[src/rtl/mem_bus_loader_if.sv]
// Native picorv32-style memory bus between the byte-driven loader (master)
// and a memory/IO responder (slave).
interface mem_bus_loader_if;
    logic        mem_valid;
    logic        mem_instr;
    logic        mem_ready;
    logic [31:0] mem_addr;
    logic [31:0] mem_wdata;
    logic [3:0]  mem_wstrb;
    logic [31:0] mem_rdata;

    modport master (
        output mem_valid,
        output mem_instr,
        output mem_addr,
        output mem_wdata,
        output mem_wstrb,
        input  mem_ready,
        input  mem_rdata
    );

    modport slave (
        input  mem_valid,
        input  mem_instr,
        input  mem_addr,
        input  mem_wdata,
        input  mem_wstrb,
        output mem_ready,
        output mem_rdata
    );
endinterface

[src/rtl/mem_bus_loader.sv]
// Byte-stream command decoder that issues single 32-bit word transfers on
// the native memory bus and returns an ack byte or read data on a
// flow-controlled byte output.
//
// state  | meaning
// -------+----------------------------------------------------------
// IDLE   | waiting for an opcode byte ('W' 0x57 or 'R' 0x52)
// ADDR   | collecting 4 little-endian address bytes
// DATA   | collecting 4 little-endian write-data bytes (write only)
// BUS    | mem_valid high, waiting for mem_ready or timeout
// RESP   | presenting response bytes until each is accepted
module mem_bus_loader #(
    parameter int TIMEOUT = 1024
) (
    input  logic                    clk,
    input  logic                    resetn,
    input  logic [7:0]              in_byte,
    input  logic                    in_byte_en,
    mem_bus_loader_if.master        bus,
    output logic [7:0]              out_byte,
    output logic                    out_byte_en,
    input  logic                    out_ready,
    output logic                    busy,
    output logic                    rx_overrun
);

    localparam logic [2:0] S_IDLE = 3'd0;
    localparam logic [2:0] S_ADDR = 3'd1;
    localparam logic [2:0] S_DATA = 3'd2;
    localparam logic [2:0] S_BUS  = 3'd3;
    localparam logic [2:0] S_RESP = 3'd4;

    localparam logic [7:0] OP_WRITE = 8'h57;
    localparam logic [7:0] OP_READ  = 8'h52;
    localparam logic [7:0] RSP_OK   = 8'h4B;
    localparam logic [7:0] RSP_ERR  = 8'h45;

    // Terminal count for the wait counter; reaching it with ready low aborts.
    localparam logic [15:0] WAIT_LAST = 16'(TIMEOUT - 1);

    logic [2:0]  state;
    logic        op_write;
    logic [1:0]  byte_cnt;
    logic [31:0] addr;
    logic [31:0] wdata;
    logic [15:0] wait_cnt;
    logic [31:0] resp_sh;
    logic [2:0]  resp_left;

    // Bus and byte-output signals decoded from the registered state.
    assign bus.mem_valid = (state == S_BUS);
    assign bus.mem_instr = 1'b0;
    assign bus.mem_addr  = addr & 32'hFFFF_FFFC;
    assign bus.mem_wdata = wdata;
    assign bus.mem_wstrb = (state == S_BUS && op_write) ? 4'b1111 : 4'b0000;

    assign out_byte_en = (state == S_RESP);
    assign out_byte    = resp_sh[7:0];
    assign busy        = (state == S_BUS) || (state == S_RESP);

    // Command parsing, bus transfer, timeout and response sequencing.
    always_ff @(posedge clk) begin
        if (resetn) begin
            state      <= S_IDLE;
            op_write   <= 1'b0;
            byte_cnt   <= 2'd0;
            addr       <= 32'd0;
            wdata      <= 32'd0;
            wait_cnt   <= 16'd0;
            resp_sh    <= 32'd0;
            resp_left  <= 3'd0;
            rx_overrun <= 1'b0;
        end else begin
            if (in_byte_en && busy) begin
                rx_overrun <= 1'b1;
            end

            case (state)
                S_IDLE: begin
                    if (in_byte_en) begin
                        if (in_byte == OP_WRITE) begin
                            op_write <= 1'b1;
                            byte_cnt <= 2'd0;
                            state    <= S_ADDR;
                        end else if (in_byte == OP_READ) begin
                            op_write <= 1'b0;
                            byte_cnt <= 2'd0;
                            state    <= S_ADDR;
                        end
                    end
                end

                S_ADDR: begin
                    if (in_byte_en) begin
                        addr[{byte_cnt, 3'b000} +: 8] <= in_byte;
                        byte_cnt <= byte_cnt + 2'd1;
                        if (byte_cnt == 2'd3) begin
                            wait_cnt <= 16'd0;
                            state    <= op_write ? S_DATA : S_BUS;
                        end
                    end
                end

                S_DATA: begin
                    if (in_byte_en) begin
                        wdata[{byte_cnt, 3'b000} +: 8] <= in_byte;
                        byte_cnt <= byte_cnt + 2'd1;
                        if (byte_cnt == 2'd3) begin
                            wait_cnt <= 16'd0;
                            state    <= S_BUS;
                        end
                    end
                end

                S_BUS: begin
                    // Completion takes priority over an expiry on the same edge.
                    if (bus.mem_ready) begin
                        if (op_write) begin
                            resp_sh   <= {24'd0, RSP_OK};
                            resp_left <= 3'd1;
                        end else begin
                            resp_sh   <= bus.mem_rdata;
                            resp_left <= 3'd4;
                        end
                        state <= S_RESP;
                    end else if (wait_cnt == WAIT_LAST) begin
                        resp_sh   <= {24'd0, RSP_ERR};
                        resp_left <= 3'd1;
                        state     <= S_RESP;
                    end else begin
                        wait_cnt <= wait_cnt + 16'd1;
                    end
                end

                S_RESP: begin
                    if (out_ready) begin
                        resp_sh   <= {8'd0, resp_sh[31:8]};
                        resp_left <= resp_left - 3'd1;
                        if (resp_left == 3'd1) begin
                            state <= S_IDLE;
                        end
                    end
                end

                default: state <= S_IDLE;
            endcase
        end
    end

endmodule

[src/flat_wrapper.sv]
// flat-port wrapper written by rule: the top's interface ports become plain ports
module mem_bus_loader_flat 
#(
    parameter int TIMEOUT = 1024
)
  (clk, resetn, in_byte, in_byte_en, out_byte, out_byte_en, out_ready, busy, rx_overrun, bus_mem_valid, bus_mem_instr, bus_mem_addr, bus_mem_wdata, bus_mem_wstrb, bus_mem_ready, bus_mem_rdata);
  mem_bus_loader_if bus_i ();
  input  logic clk;
  input  logic resetn;
  input  logic [7:0] in_byte;
  input  logic in_byte_en;
  output logic [7:0] out_byte;
  output logic out_byte_en;
  input  logic out_ready;
  output logic busy;
  output logic rx_overrun;
  output wire logic [$bits(bus_i.mem_valid)-1:0] bus_mem_valid;
  output wire logic [$bits(bus_i.mem_instr)-1:0] bus_mem_instr;
  output wire logic [$bits(bus_i.mem_addr)-1:0] bus_mem_addr;
  output wire logic [$bits(bus_i.mem_wdata)-1:0] bus_mem_wdata;
  output wire logic [$bits(bus_i.mem_wstrb)-1:0] bus_mem_wstrb;
  input wire logic [$bits(bus_i.mem_ready)-1:0] bus_mem_ready;
  input wire logic [$bits(bus_i.mem_rdata)-1:0] bus_mem_rdata;
  assign bus_mem_valid = bus_i.mem_valid;
  assign bus_mem_instr = bus_i.mem_instr;
  assign bus_mem_addr = bus_i.mem_addr;
  assign bus_mem_wdata = bus_i.mem_wdata;
  assign bus_mem_wstrb = bus_i.mem_wstrb;
  assign bus_i.mem_ready = bus_mem_ready;
  assign bus_i.mem_rdata = bus_mem_rdata;
  mem_bus_loader #(.TIMEOUT(TIMEOUT)) u_core (.clk(clk), .resetn(resetn), .in_byte(in_byte), .in_byte_en(in_byte_en), .bus(bus_i), .out_byte(out_byte), .out_byte_en(out_byte_en), .out_ready(out_ready), .busy(busy), .rx_overrun(rx_overrun));
endmodule
[config.mk]
export PLATFORM = sky130hd
export DESIGN_NAME = mem_bus_loader_flat
export DESIGN_NICKNAME = d
export VERILOG_FILES = /design/src/rtl/mem_bus_loader_if.sv /design/src/rtl/mem_bus_loader.sv /design/src/flat_wrapper.sv
export SDC_FILE = /design/constraint.sdc
export NUM_CORES = 1
export LEC_CHECK = 0
export ABC_AREA = 1
export ABC_CLOCK_PERIOD_IN_PS = 4600
export CORE_UTILIZATION = 55
export DETAILED_ROUTE_END_ITERATION = 6
export PLACE_DENSITY = 0.84
export SYNTH_ARGS = -nofsm -noshare
export SYNTH_HDL_FRONTEND = slang
export SYNTH_SLANG_ARGS = --single-unit
[constraint.sdc]
create_clock -name clk -period 4.6 [get_ports clk]
set_clock_uncertainty 0.2 [all_clocks]
set_input_delay 0.69 -clock clk [delete_from_list [all_inputs] [get_ports clk]]
set_output_delay 0.69 -clock clk [all_outputs]
set_load 0.02 [all_outputs]
# After elaboration in Yosys (flattened, before gate mapping)
# Cells that the tools add are included.
# totals
n_memories,0
in_bits,45
rom_bits,0
latchBits,0
register_bits,122
ram_bits,0
# classes
n_shift,2
bitwise_logic,0
n_mul,0
add_sub_neg,4
n_reduce_logical,16
eq_ne,22
n_mux,38
div,0
magnitude_cmp,0
# op_table
cell,n
32-bit 2-to-1 mux,4
32-bit bitwise mux,2
16-bit 2-to-1 mux,4
32-bit case mux with 2 select lines,1
3-bit 2-to-1 mux,15
16-bit case mux with 2 select lines,1
8-bit by 7-bit variable shift with 32-bit output (first input constant),1
8-bit by 7-bit variable part select with 32-bit output,1
16-bit by 1-bit adder with 16-bit output (second input constant),1
16-bit by 10-bit == test with 1-bit output (second input constant),1
8-bit by 7-bit == test with 1-bit output (second input constant),2
3-bit case mux with 5 select lines,1
2-bit by 1-bit != test with 1-bit output (second input constant),6
2-bit != test (second input constant),5
9-bit AND reduction,1
2-bit 2-to-1 mux,4
2-bit nonzero test,4
5-bit negation with 7-bit output,1
3-bit by 1-bit == test with 1-bit output (second input constant),2
3-bit by 2-bit == test with 1-bit output (second input constant),2
3-bit by 1-bit != test with 1-bit output (second input constant),2
3-bit case mux with 2 select lines,1
3-bit AND reduction,2
5-bit AND reduction,1
13 further kinds,17

# Longest topological paths before layout
# Gate-level depths: netlist of the first run.
# depth
depth_word,5
mapped_depth,11
depth_no_buf,11

# Least setup slack after synthesis of the first run
# No wires, ideal clock.
# synth_path
kind,reg2out
startpoint,reg u_core.state[1]
endpoint,out bus_mem_wstrb[1]
slack_ns,2.334
stages_incl_launch_ff,5
arrival_time_ns,1.376
cell_sequence,dfxtp_1 nand3_2 clkbuf_1 nor2_1 buf_4
# synth_via
elab_chain_cells,3
# synth_lines
element,line,rtl
"start, declared",mem_bus_loader.sv:41,logic [2:0] state;
"start signal, assigned",mem_bus_loader.sv:99,state <= op_write ? S_DATA : S_BUS;
3-bit by 2-bit == test with 1-bit output,mem_bus_loader.sv:55,assign bus.mem_wstrb = (state == S_BUS && op_write) ? 4'b1111 : 4'b0000;
1-bit logical AND,mem_bus_loader.sv:55,
4-bit 2-to-1 mux,mem_bus_loader.sv:55,
"end, declared",flat_wrapper.sv:21,output wire logic [$bits(bus_i.mem_wstrb)-1:0] bus_mem_wstrb;
# Every way passes these cells.

# Final worst setup path of the first run
# layout_path
startpoint,reg u_core.state[0]
endpoint,out out_byte_en
# layout_via
elab_chain_cells,1
# layout_lines
element,line,rtl
3-bit == test,mem_bus_loader.sv:57,assign out_byte_en = (state == S_RESP);
"end, declared",flat_wrapper.sv:13,output logic out_byte_en;
# Every way passes these cells.

==> flow_metrics.env, run 1 <==
export IMPL_vias=5813
export IMPL_slowest_delay_ps=670
export IMPL_die_w_um=104
export IMPL_critPathTopFamily="buffers and inverters"
export IMPL_arrival_ps=2410
export IMPL_p_seq_share_pct=42.2
export IMPL_nets=977
export IMPL_outcome="complete, but fails checks"
export IMPL_gr_total_overflow=0
export IMPL_rsz0062_at_grt="no"
export IMPL_initial_core_util_pct=57.6
export IMPL_seq_area_frac_synth_pct=41.9
export IMPL_tns_ps=0
export IMPL_die_area_um2=10800
export IMPL_core_area_um2=9950
export IMPL_instances_no_fill=1069
export IMPL_grt_max_degree=79
export IMPL_globalRouteTotalUtil_pct=29.5
export IMPL_area_growth_pct=28.8
export IMPL_clkLatencyLatePin_ps=520
export IMPL_clk_pin_slew_ps=60
export IMPL_pwr_share_comb_pct=4.1
export IMPL_htreeDepth=4
export IMPL_drc=1
export IMPL_cp_slowest_cell="clkdlybuf4s50_1"
export IMPL_p_sw_share_pct=23.6
export IMPL_synth_flop_cell="dfxtp_1"
export IMPL_initialDrtViolationCount=369
export IMPL_clock_sinks=120
export IMPL_place_inst=1037
export IMPL_setup_violations=0
export IMPL_crit_path_end_kind="primary output"
export IMPL_cap_violations=0
export IMPL_violations="DRC"
export IMPL_finalCriticalPeriod_ps=3300
export IMPL_root_buffer="clkbuf_8"
export IMPL_fmax_mhz=303
export IMPL_antenna_cells=0
export IMPL_slew_viol_final=0
export IMPL_routed_wl_um=16000
export IMPL_die_h_um=104
export IMPL_syn_area_per_cell_um2=6.89
export IMPL_finalPower_mw=2.47
export IMPL_hold_class="reg -> reg"
export IMPL_wl_per_cell_um=14.9
export IMPL_yosys_register_bits=120
export IMPL_dpl_worst_slack_ps=1590
export IMPL_startpoint_type="register"
export IMPL_multi_input_area_um2=2700
export IMPL_yosysUniqueCellTypes=31
export IMPL_worstHoldStart="u_core.resp_sh[16]"
export IMPL_async_flop_share_pct=0
export IMPL_layout_commonest_cell="nand2_1"
export IMPL_max_clock_path_buffers=2
export IMPL_worstPathCellList="inv_2, nand3_2, inv_1, clkdlybuf4s50_1"
export IMPL_cts_resized=0
export IMPL_power_frac_clock_pct=53.7
export IMPL_p_leak_nw=2.72
export IMPL_cts_tree="done"
export IMPL_netlist_instances=833
export IMPL_final_hold_viol_count=0
export IMPL_p_per_area_nw_per_um2=334
export IMPL_cp_num_buf_inv=3
export IMPL_ant_nets=0
export IMPL_ff_latch_area_um2=2400
export IMPL_grt_pass1_wl_um=26000
export IMPL_rrSetupSlack_ps=1660
export IMPL_startpoint="u_core.state[0]"
export IMPL_max_slew_margin_rel_pct=29.5
export IMPL_required_ps=3710
export IMPL_syn_cell_area_um2=5740
export IMPL_setup_ws_ps=1300
export IMPL_num_rows=36
export IMPL_tightestPinTransition_ps=1060
export IMPL_fillers=752
export IMPL_intPower_mw=1.88
export IMPL_p_sw_uw=583
export IMPL_portBuffers=122
export IMPL_synth_enable_flop_cells=0
export IMPL_detail_route_vias_per_cell=5.44
export IMPL_regToRegStartpoint="u_core.byte_cnt[0]"
export IMPL_drtPass1Iterations=7
export IMPL_place_gp_congestion=0.913
export IMPL_layout_common_cells="196 x nand2_1, 121 x clkdlybuf4s50_1, 120 x dfxtp_1"
export IMPL_worst_path_max_fanout=22
export IMPL_cts_hold_buffers=0
export IMPL_drive_gt1_share_pct=5.77
export IMPL_grt_pass1_vias=5686
export IMPL_cts_buffers_inserted=17
export IMPL_synth_warnings=0
export IMPL_antenna_found_initial=0
export IMPL_crit_type="reg -> out"
export IMPL_ioPinCount=126
export IMPL_dp_hpwl_um=10600
export IMPL_fin_crit_sh_pct=71.7
export IMPL_ir_worst_vdd_mv=0.332
export IMPL_post_cts_setup_buffer_count=0
registers in the layout, summed over array words and instances, names as in the netlist:
name and cells:
u_core.bus.mem_wdata 32, u_core.resp_sh 32, u_core.addr 30, u_core.wait_cnt 16, u_core.resp_left 3, u_core.state 3, u_core.byte_cnt 2, u_core.op_write 1
u_core.rx_overrun 1
stage by stage:
stage,hold WS (ps),utilization [%],instance area [um^2]
final,255,74.2,7390
after global routing,272,74.2,7390
after CTS,252,74.2,7390
after detailed placement,244,68.3,6800
after global placement,234,68.3,6800
after floorplan,225,-,5740
layer usage:
metal	wire length [um]	part of all wire, %	GRT usage, %
met5	0	0	0
met4	418	2.6	14.3
met3	1170	7.3	7.46
met2	7980	50	51.1
met1	6400	40	33.8
worst paths after layout:
kind	endpoint	depth (start not counted)
setup reg to reg	u_core.addr[10]	10
setup / recovery	out_byte_en	4
hold / removal	u_core.resp_sh[16]	2
hold reg to reg	u_core.resp_sh[16]	2
worst reg2reg max path, cell delays in order, from the launching register on:
cell	delay [ps]
dfxtp_1	930
inv_1	290
ha_1	420
inv_1	100
nor2_1	50
inv_1	340
nor2_1	100
inv_1	100
nor2_1	60
a21oi_1	160
nor2_1	50
cell families (layout without fill, tap and decap cells):
group | Yosys count | after routing | share of synthesized area [%]
simple gates | 399 | 399 | 29.4
other cells | 1 | 3 | 0.0654
buf+inv | 133 | 234 | 11.2
fa+ha+maj | 9 | 9 | 1.96
xor+xnor | 4 | 4 | 0.611
compound gates | 167 | 167 | 14.9
flops | 120 | 120 | 41.9
cell usage after synthesis, drive strengths merged (9+ instances only):
cell	instances	area (um^2)
buf	36	277
dfxtp	120	2400
clkbuf	20	75.1
nor2	106	405
ha	9	113
nand2	203	785
o21ai	51	255
nand3	59	315
nand4	10	62.6
inv	77	289
nor3	15	75.1
a21oi	106	531
cell type report:
type                    count  area share (%)
clock buffers              18            5.79
repair buffers            125            16.8
inverters                  77            3.91
multi-input cells         582            36.6
well taps                 133            2.25
flip-flops and latches    120            32.5
clock inverters            14            2.15
power by group through the flow:
stage | combinational, mW | sequential [mW] | clock (mW)
3_3_place_gp | 0.0967 | 1.06 | 0
2_1_floorplan | 0.0485 | 1.06 | 0
6_report | 0.102 | 1.04 | 1.32
5_1_grt | 0.110 | 1.04 | 1.37
4_1_cts | 0.100 | 1.04 | 1.33
3_5_place_dp | 0.0984 | 1.06 | 0
Power figures use the tool's default switching activity.
==> run 2: changes to the inputs <==
- ABC_CLOCK_PERIOD_IN_PS: 4600 -> 3400
- CORE_UTILIZATION: 55 -> 51
- PLACE_DENSITY: 0.84 -> 0.78
- clock period: 4.6 -> 3.4 ns (I/O delays scaled with it)
==> run 2 against run 1 <==
Compared with the run above:
- the run now ends clean
- first-iteration DRC count fell by 4.1%
- sequential power rose by 36%
- register-to-register slack got worse by 760 ps
- non-clock buffer count rose by 6
- total power rose by 37%
- worst setup slack got worse by 870 ps
- clock power rose by 38%
- core utilization fell by 5.8 points
- flip-flop and latch count did not move
- global-route usage fell by 3.1 points
- via count fell by 3.5%
==> flow_metrics.env, run 2 (same netlist as run 1, synthesis figures left out) <==
export IMPL_outcome="completed"
export IMPL_place_gp_congestion=0.901
export IMPL_met3RoutedLength_um=1110
export IMPL_nets=983
export IMPL_wl_met1_um=6610
export IMPL_initial_core_util_pct=52.7
export IMPL_initialDrtViolationCount=354
export IMPL_arrival_ps=2260
export IMPL_htreeDepth=4
export IMPL_rsz0062_at_grt="no"
export IMPL_slew_viol_final=0
export IMPL_drc=0
export IMPL_reg2reg_to="u_core.resp_sh[6]"
export IMPL_crit_path_end_kind="primary output"
export IMPL_antenna_cells=0
export IMPL_ant_nets=0
export IMPL_max_clock_path_buffers=2
export IMPL_grt_max_degree=79
export IMPL_gr_total_overflow=0
export IMPL_dpl_worst_slack_ps=646
export IMPL_post_cts_setup_buffer_count=0
export IMPL_die_h_um=108
export IMPL_detail_route_vias_per_cell=5.20
export IMPL_globalRouteTotalUtil_pct=26.4
export IMPL_clock_sinks=120
export IMPL_setup_ws_ps=431
export IMPL_tightestPinTransition_ps=829
export IMPL_rrSetupSlack_ps=900
export IMPL_final_hold_viol_count=0
export IMPL_core_area_um2=10900
export IMPL_grt_pass1_vias=5077
export IMPL_ioPinCount=126
export IMPL_die_w_um=108
export IMPL_layout_commonest_cell="nand2_1"
export IMPL_die_area_um2=11700
export IMPL_grt_pass1_wl_um=24000
export IMPL_finalCriticalPeriod_ps=2970
export IMPL_startpoint_type="register"
export IMPL_ir_worst_vdd_mv=0.350
export IMPL_dp_hpwl_um=10000
export IMPL_drtPass1Iterations=6
export IMPL_setup_violations=0
export IMPL_area_growth_pct=29.9
export IMPL_ff2ff_path_depth=10
export IMPL_max_slew_margin_rel_pct=44.7
export IMPL_clkLatencyLatePin_ps=520
export IMPL_min_path_cells=2
export IMPL_instances_no_fill=1079
export IMPL_tns_ps=0
export IMPL_drive_gt1_share_pct=5.96
export IMPL_worstHoldStart="u_core.resp_sh[21]"
export IMPL_root_buffer="clkbuf_8"
export IMPL_regToRegStartpoint="u_core.state[0]"
export IMPL_routed_wl_um=14900
export IMPL_antenna_found_initial=0
export IMPL_hold_class="reg -> reg"
export IMPL_cts_hold_buffers=0
export IMPL_cts_resized=0
export IMPL_p_leak_nw=2.75
export IMPL_num_rows=38
export IMPL_cts_tree="done"
export IMPL_fillers=913
export IMPL_fin_crit_sh_pct=87.3
export IMPL_routed_top_layer="met4"
export IMPL_startpoint="u_core.state[0]"
export IMPL_finalPower_mw=3.37
export IMPL_place_inst=1050
export IMPL_layout_common_cells="196 x nand2_1, 121 x clkdlybuf4s50_1, 120 x dfxtp_1"
export IMPL_p_per_area_nw_per_um2=452
export IMPL_cap_violations=0
export IMPL_cts_buffers_inserted=17
export IMPL_portBuffers=122
export IMPL_fmax_mhz=337
export IMPL_vias=5608
export IMPL_min_to="u_core.resp_sh[21]"
export IMPL_worst_path_max_fanout=22
export IMPL_fin_util_pct=68.4
export IMPL_crit_type="reg -> out"
export IMPL_wl_per_cell_um=13.8
export IMPL_routed_wl_met2_um=7000
export IMPL_clk_pin_slew_ps=60
export IMPL_required_ps=2690
## run 2: cell types whose count changed in the layout (fill, tap and decap cells not counted), sizes merged
cell	previous run	this run
clkinv	3	1
clkinvlp	2	3
inv	84	77
buf	4	10
clkbuf	18	22
bufinv	2	3
## run 2: layout make-up
cell class	instances	area [um^2]	area share, %
Multi-Input combinational cell	582	2700	36.2
Sequential cell	120	2400	32.2
Timing Repair Buffer	131	1280	17.2
Clock buffer	22	483	6.48
Inverter	77	289	3.88
Tap cell	140	175	2.35
Clock inverter	7	118	1.58
## run 2: worst max path at each step
stage | endpoint | slack [ps] | depth (start not counted)
6_report | out_byte_en | 430 | 5
5_1_grt | bus_mem_wstrb[1] | 250 | 4
4_1_cts | out_byte_en | 400 | 5
3_5_place_dp | u_core.bus.mem_wdata[17] | 650 | 7
3_3_place_gp | u_core.bus.mem_wdata[15] | 760 | 7
2_1_floorplan | bus_mem_wstrb[1] | 1310 | 4
## run 2: through the flow
step                      cell area [um^2]  hold slack, ps
final                                 7450             248
after global routing                  7450             264
after CTS                             7450             247
after detailed placement              6850             239
after global placement                6850             233
after floorplan                       5740             225
## run 2: layer usage
layer | up-vias | track usage [%]
met5 | - | 0
met4 | 0 | 8.51
met3 | 19 | 7.72
met2 | 217 | 43.0
met1 | 2518 | 33.3
li1 | 2854 | -
## run 2: report_power, final
| part | switching [mW] | total [mW] | internal, mW |
|---|---|---|---|
| sequential | 0.000436 | 1.41 | 1.41 |
| combinational | 0.0742 | 0.138 | 0.0642 |
| clock | 0.622 | 1.82 | 1.20 |
| total | 0.697 | 3.37 | 2.67 |
## run 2: worst max-delay path, cell delays in order (launching register included)
cell	delay, ps
dfxtp_1	340
inv_2	100
nand3_2	340
inv_1	140
buf_4	190
clkdlybuf4s50_1	620
==> run 3: changes to the inputs <==
- SLEW_MARGIN: not set -> 20
==> results of run 3 <==
Final layout, timing and power as in run 2 (identical DEF).
